`config.mk`:
```
export PLATFORM = sky130hd
export DESIGN_NAME = serial_tx
export DESIGN_NICKNAME = d
export VERILOG_FILES = /design/src/rtl/serial_tx.sv
export SDC_FILE = /design/constraint.sdc
export NUM_CORES = 1
export LEC_CHECK = 0
export BUFFER_PORTS_ARGS = -buffer_cell sky130_fd_sc_hd__buf_4
export CAP_MARGIN = 10
export CELL_PAD_IN_SITES_DETAIL_PLACEMENT = 1
export CELL_PAD_IN_SITES_GLOBAL_PLACEMENT = 1
export CORE_MARGIN = 1.5
export CORE_UTILIZATION = 46
export DETAILED_ROUTE_END_ITERATION = 10
export PLACE_DENSITY_LB_ADDON = 0.1
export RECOVER_POWER = 25
export REMOVE_ABC_BUFFERS = 1
export SKIP_LAST_GASP = 1
export SLEW_MARGIN = 40
export SYNTH_ARGS = -nofsm -noshare
export SYNTH_HDL_FRONTEND = slang
export SYNTH_SLANG_ARGS = --single-unit
```
`constraint.sdc`:
```
create_clock -name clk -period 3 [get_ports clk]
set_input_delay 0.15 -clock clk [delete_from_list [all_inputs] [get_ports clk]]
set_output_delay 0.15 -clock clk [all_outputs]
set_load 0.03 [all_outputs]
```
`src/rtl/serial_tx.sv`:
```
// Parallel-in, serial-out transmitter: start bit, DATA_W data bits LSB-first,
// optional parity bit, stop bit, each held for CLKS_PER_BIT clocks.
module serial_tx #(
    parameter int DATA_W       = 8,
    parameter int CLKS_PER_BIT = 4,
    parameter int PARITY       = 0
) (
    input  logic              clk,
    input  logic              rst,
    input  logic [DATA_W-1:0] tx_data,
    input  logic              tx_valid,
    output logic              tx_ready,
    output logic              tx_serial,
    output logic              tx_busy,
    output logic              tx_done
);

    localparam int CW = (CLKS_PER_BIT > 1) ? $clog2(CLKS_PER_BIT) : 1;
    localparam int BW = (DATA_W > 1) ? $clog2(DATA_W) : 1;
    localparam logic [CW-1:0] CLK_LAST = CW'(CLKS_PER_BIT - 1);
    localparam logic [BW-1:0] BIT_LAST = BW'(DATA_W - 1);

    typedef enum logic [2:0] {
        IDLE,
        START,
        DATA,
        PAR,
        STOP
    } state_t;

    state_t            state_q, state_d;
    logic [CW-1:0]     clk_cnt_q, clk_cnt_d;
    logic [BW-1:0]     bit_cnt_q, bit_cnt_d;
    logic [DATA_W-1:0] shift_q, shift_d;
    logic              parity_q, parity_d;
    logic              serial_q, serial_d;
    logic              done_q, done_d;
    logic              bit_end;

    always_ff @(posedge clk or posedge rst) begin
        if (rst) begin
            state_q   <= IDLE;
            clk_cnt_q <= '0;
            bit_cnt_q <= '0;
            shift_q   <= '0;
            parity_q  <= 1'b0;
            serial_q  <= 1'b1;
            done_q    <= 1'b0;
        end else begin
            state_q   <= state_d;
            clk_cnt_q <= clk_cnt_d;
            bit_cnt_q <= bit_cnt_d;
            shift_q   <= shift_d;
            parity_q  <= parity_d;
            serial_q  <= serial_d;
            done_q    <= done_d;
        end
    end

    always_comb begin
        state_d   = state_q;
        clk_cnt_d = clk_cnt_q;
        bit_cnt_d = bit_cnt_q;
        shift_d   = shift_q;
        parity_d  = parity_q;
        done_d    = 1'b0;
        serial_d  = 1'b1;
        bit_end   = (clk_cnt_q == CLK_LAST);

        if (state_q != IDLE) begin
            clk_cnt_d = bit_end ? '0 : clk_cnt_q + 1'b1;
        end

        case (state_q)
            IDLE: begin
                if (tx_valid) begin
                    shift_d   = tx_data;
                    parity_d  = (^tx_data) ^ (PARITY == 2);
                    clk_cnt_d = '0;
                    bit_cnt_d = '0;
                    state_d   = START;
                end
            end
            START: begin
                if (bit_end) begin
                    state_d = DATA;
                end
            end
            DATA: begin
                if (bit_end) begin
                    if (bit_cnt_q == BIT_LAST) begin
                        state_d = (PARITY != 0) ? PAR : STOP;
                    end else begin
                        bit_cnt_d = bit_cnt_q + 1'b1;
                        shift_d   = shift_q >> 1;
                    end
                end
            end
            PAR: begin
                if (bit_end) begin
                    state_d = STOP;
                end
            end
            STOP: begin
                if (bit_end) begin
                    state_d = IDLE;
                    done_d  = 1'b1;
                end
            end
            default: begin
                state_d = IDLE;
            end
        endcase

        // Line is registered, so it is derived from where the FSM lands next.
        case (state_d)
            START:   serial_d = 1'b0;
            DATA:    serial_d = shift_d[0];
            PAR:     serial_d = parity_d;
            default: serial_d = 1'b1;
        endcase
    end

    assign tx_serial = serial_q;
    assign tx_ready  = (state_q == IDLE);
    assign tx_busy   = (state_q != IDLE);
    assign tx_done   = done_q;

endmodule

```
== Word-level counts from Yosys, hierarchy flattened ==
Cells that the tools add are included.
W data, S select, Z words.
Storage, ports and cells
  flip-flop bits (word level): 19
  input port bits: 11
  output and inout port bits: 4
  word-level logic and storage cells: 51
Operators by class
  add/subtract/negate cells: 2
  equal/unequal tests: 12
  mux-type cells: 24
  reductions and logical operators: 5
Operators by type and width (count)
  $mux W3: 9
  $mux W8: 3
  $pmux W8 S2: 1
  $pmux W3 S5: 1
  $eq A3 B2 Y1 const B: 4
  $mux W2: 4
  $reduce_xor A8 Y1: 1
  $eq A3 B1 Y1 const B: 2
  $eq A3 B3 Y1 const B: 2
  $ne A2 B2 Y1 const B: 3
  $pmux W3 S2: 1
  $mux W1: 4
  $reduce_and A4 Y1: 1
  $add A3 B1 Y3 const B: 1
  $logic_not A3 Y1: 1
  $pmux W1 S3: 1
  $reduce_bool A3 Y1: 1
  $add A2 B1 Y2 const B: 1
  $eq A2 B2 Y1 const B: 1
  $reduce_bool A2 Y1: 1

== Depth between registers and ports, before layout ==
  word-level depth: 6
  depth in mapped cells: 7
  gate-level depth less buffers: 6

== Worst setup path after synthesis ==
OpenSTA, ideal clock, no wires.
  kind: reg-to-output
  start point: reg state_q[0]
  end point: out tx_busy
  arrival: 1.802 ns
  required time: 2.850 ns
  setup slack: 1.048 ns
  stages on the path, launching flop included: 3
  buffers on the path: 0
  cell sequence: dfrtp_1 -> nor3_1 -> inv_1
On the way
  cells in the longest elaborated chain, start to end: 1
Ends and longest elaborated chain
  start, declared: line 31  | state_t state_q, state_d;
  start signal, assigned: line 50  | state_q <= state_d;
  $reduce_bool A3 Y1: line 126  | assign tx_busy = (state_q != IDLE);
  end, declared: line 14  | output logic tx_busy,
Every way passes these cells.

== Worst setup path in the final report ==
  start point: reg state_q[2]
  end point: out tx_ready
On the way
  cells in the longest elaborated chain, start to end: 1
Ends and longest elaborated chain
  $logic_not A3 Y1: line 125  | assign tx_ready = (state_q == IDLE);
  end, declared: line 12  | output logic tx_ready,
Every way passes these cells.

==> impl_results.md <==
- Headroom to the max-slew limit: 52.30%
- WL met3: slightly below 40 µm
- Worst-Margin Slew: ~0.71 ns
- GR Overflow Total: 0
- Final setup fails: 0
- Max cap viols: 0
- Yosys top cell area share: between 40% and 50%
- Worst-path cell with the longest stage delay: nor3_1
- Num CTS Buffers: 3
- Final instance area: roughly 1100 µm²
- DRC errors left: 0
- Final hold violations: 0
- Wire length of the first global-routing pass: 3615 µm
- P_sw: 0.4327 mW
- Critical path startpoint category: register
- Die span in x: 49.62 µm
- Clock power frac: a little under an eighth
- Critical setup path kind: register to output port
- Layout cells sized above 1: 26.13%
- CTS max path bufs: 2
- Vias in the first global route: 774
- Total track usage: 19.42%
- Synth area leaders: dfrtp_1 45%, xnor2_1 6.1%, nand2_1 6.0%
- Antenna-violating nets left: 0
- Antenna violations before repair: 0
- CP arrival: 1.66 ns
- IO Port Bufs: 14
- Die ar.: 2462 µm²
- ANT cells: 0
- Crit path max-delay family: simple AND/OR/NAND/NOR gates
- Internal: 0.6279 mW
- Leading area contributor after synthesis: dfrtp_1
- Total vias in the final route: 759
- Core area: 2002 µm²
- Final Power: roughly 1.1 mW
- Post-Syn Area: between 900 and 1000 µm²
- Worst vdd ir: 465.9 µV
- DP Area: 1114 µm²
- # resized after CTS: 0
- Synth Area per Inst: 10.52 µm²
- Worst-path maximum fanout: 10
- Hold endpoint: shift_q[7]$_DFFE_PP0P_
- Critical path endpoint category: output port
- Flop and latch count out of synthesis: 19
- Layout Area Growth over Synthesis: 14.64%
- Placed Instances: approximately 130
- FF-to-FF setup slack: 1.24 ns
- CTS H-Tree Depth: 1
- CTS tree: done
- Reg-to-reg startpoint: bit_cnt_q[0]$_DFFE_PP0P_
- Status: finished, final reports clean
- Clock period minus worst slack: approximately 1.8 ns
- Post-Layout Cell Count: 138
- Sequential-to-total area share from yosys stat: 47.68%
- Buf/Inv on CP: 1
- Dpl hpwl: 1548 µm
- Hold WC Path Type: primary input to register
- Die Ht: 49.62 µm
- Hold path cells: 2
- Initial Utilization: 49.94%
- CTS Sinks: 19
- Max Clk Rate: 0.5529 GHz
- Post-synthesis cell count: 95
- M1 WL: 945 µm
- Setup Buffers After CTS: 0
- Leakage: 0.5358 nW
- Wire per inst: about 15 µm
- Area occupied by multi-input gates: 467.9 µm²
- Yosys warns: 0
- Clock Skew: 0.005038 ns
- I/O pin total: 15
- Final WL: 2055 µm
- Met2 routed WL: roughly 1100 µm
- Max-slew violation count: 0
- TNS Setup: 0 ns
- Vias per cell: 5.500
- Worst-path cell chain: nor3_1 > buf_4
- CTS clk-pin slew, worst paths: 0.10 ns
- Root buf cell: clkbuf_4
- Reg area: 476.7 µm²
- Crit path largest cell delay: 0.56 ns
- Reg2reg end: bit_cnt_q[0]$_DFFE_PP0P_
- Sequential share of power: 43.6%
- Filler cells: 232
- RSZ-0062 raised after global routing: false
- Routability-driven placement congestion ratio: 0.7711
- Cell Rows: 16
- Worst-Skew Late Latency: 0.29 ns
- Period utilization: 60.29%
- Hold Path Origin: tx_data[7]
- Highest routed layer: met4
- R2R depth: 5
- Cell variety after synth: 34
- Pwr dens: between 900 and 1000 nW/µm²
- Largest net degree at the start of global routing: 20
- Combinational fraction of design power: approximately 45%
- Worst Path Required: ~2.9 ns
- Number of DRC markers in iteration 0: 12
- Switching part of the total: 40.80%
- Drt first pass iters: 4
- NumNets Final: 126
## worst max path at each step
stage	from	end	slack, ns	cells after the start
after global placement	bit_cnt_q[0]$_DFFE_PP0P_	bit_cnt_q[0]$_DFFE_PP0P_	1.34	5
after global routing	state_q[0]$_DFF_PP0_	tx_busy	1.09	3
after CTS	state_q[2]$_DFF_PP0_	tx_busy	1.21	3
after detailed placement	bit_cnt_q[0]$_DFFE_PP0P_	bit_cnt_q[0]$_DFFE_PP0P_	1.27	5
after floorplan	state_q[0]$_DFF_PP0_	tx_busy	1.05	2
final	state_q[2]$_DFF_PP0_	tx_ready	1.19	2
## cells in the mapped netlist, drive strengths merged
master and number:
dfrtp 18, nand2 17, xnor2 7, a22oi 6
inv 6, buf 4, o21ai 4, a21oi 3
ha 3, nand3b 3, nor2 3, a211oi 2
nor3b 2, or2 2, a22o 1, a32o 1
and2 1, and3 1, and3b 1, dfstp 1
mux2 1, nand3 1, nor2b 1, nor3 1
nor4b 1, o21bai 1, o221a 1, o31ai 1
o32ai 1
## power by group through the flow
| stage | Clock, mW | Sequential (mW) | Combinational [mW] |
|---|---|---|---|
| final | 0.122 | 0.462 | 0.477 |
| after global routing | 0.135 | 0.482 | 0.539 |
| after CTS | 0.128 | 0.462 | 0.484 |
| after detailed placement | 0 | 0.466 | 0.476 |
| after global placement | 0 | 0.462 | 0.460 |
| after floorplan | 0 | 0.455 | 0.339 |
## worst reg2reg max path: stages, from the launching register on
cell and delay (ns):
dfrtp_1 0.41, ha_1 0.21, ha_1 0.20, nor2b_1 0.29, a21oi_2 0.23, mux2_4 0.31
## metal layers
layer | up-vias | GRT usage, %
met5 | - | 0
met4 | 0 | 3.241
met3 | 2 | 5.455
met2 | 7 | 33.78
met1 | 385 | 24.26
li1 | 365 | -
## metrics by stage
stage               hold WS (ns)  utilization [%]  worst slack, ns
finish                    0.1095            57.25            1.191
global route             0.09932            57.25            1.085
CTS                       0.1019            57.44            1.213
detailed placement        0.3175            55.63            1.269
global placement          0.3102            55.63            1.344
floorplan                 0.1004                -            1.048
## area by class of cell
cell class / instances / share of cell area (%)
Sequential cell: 19 / 41.59
Multi-Input combinational cell: 66 / 40.83
Timing Repair Buffer: 16 / 10.37
Tap cell: 27 / 2.948
Clock buffer: 4 / 2.293
Inverter: 6 / 1.965
## flip-flops by register name (all words and copies together), names as in the netlist
| register | cells |
|---|---|
| parity_q | 1 |
| tx_serial | 1 |
| state_q | 3 |
| clk_cnt_q | 2 |
| bit_cnt_q | 3 |
| tx_done | 1 |
| shift_q | 8 |
## repair_timing
| item | CTS | global route |
|---|---|---|
| endpoints found under the setup margin | 0 | 0 |
| endpoints found under the hold margin | 18 | 0 |
| hold buffers | 1 | 0 |
## placed cells by master, fill, tap and decap left out, types with 3 or more instances in the layout
master	synthesis	routed
a22oi_1	6	6
buf_4	0	13
clkbuf_4	0	4
dfrtp_1	18	18
ha_1	3	3
inv_1	6	6
nand2_1	16	16
nand3b_1	3	3
nor2_1	3	3
xnor2_1	7	7
## cells by family after synthesis
logic type               after synthesis  share of synthesized area, %
adder cells (fa/ha/maj)                3                         3.755
buffers and inverters                 10                         5.507
flip-flops                            19                         47.68
AO/OA/AOI/OAI                         21                         16.15
multiplexers                           1                         1.501
XOR/XNOR                               7                         6.133
AND/OR/NAND/NOR                       34                         19.27
No activity file was read; power rests on OpenSTA's default activity.
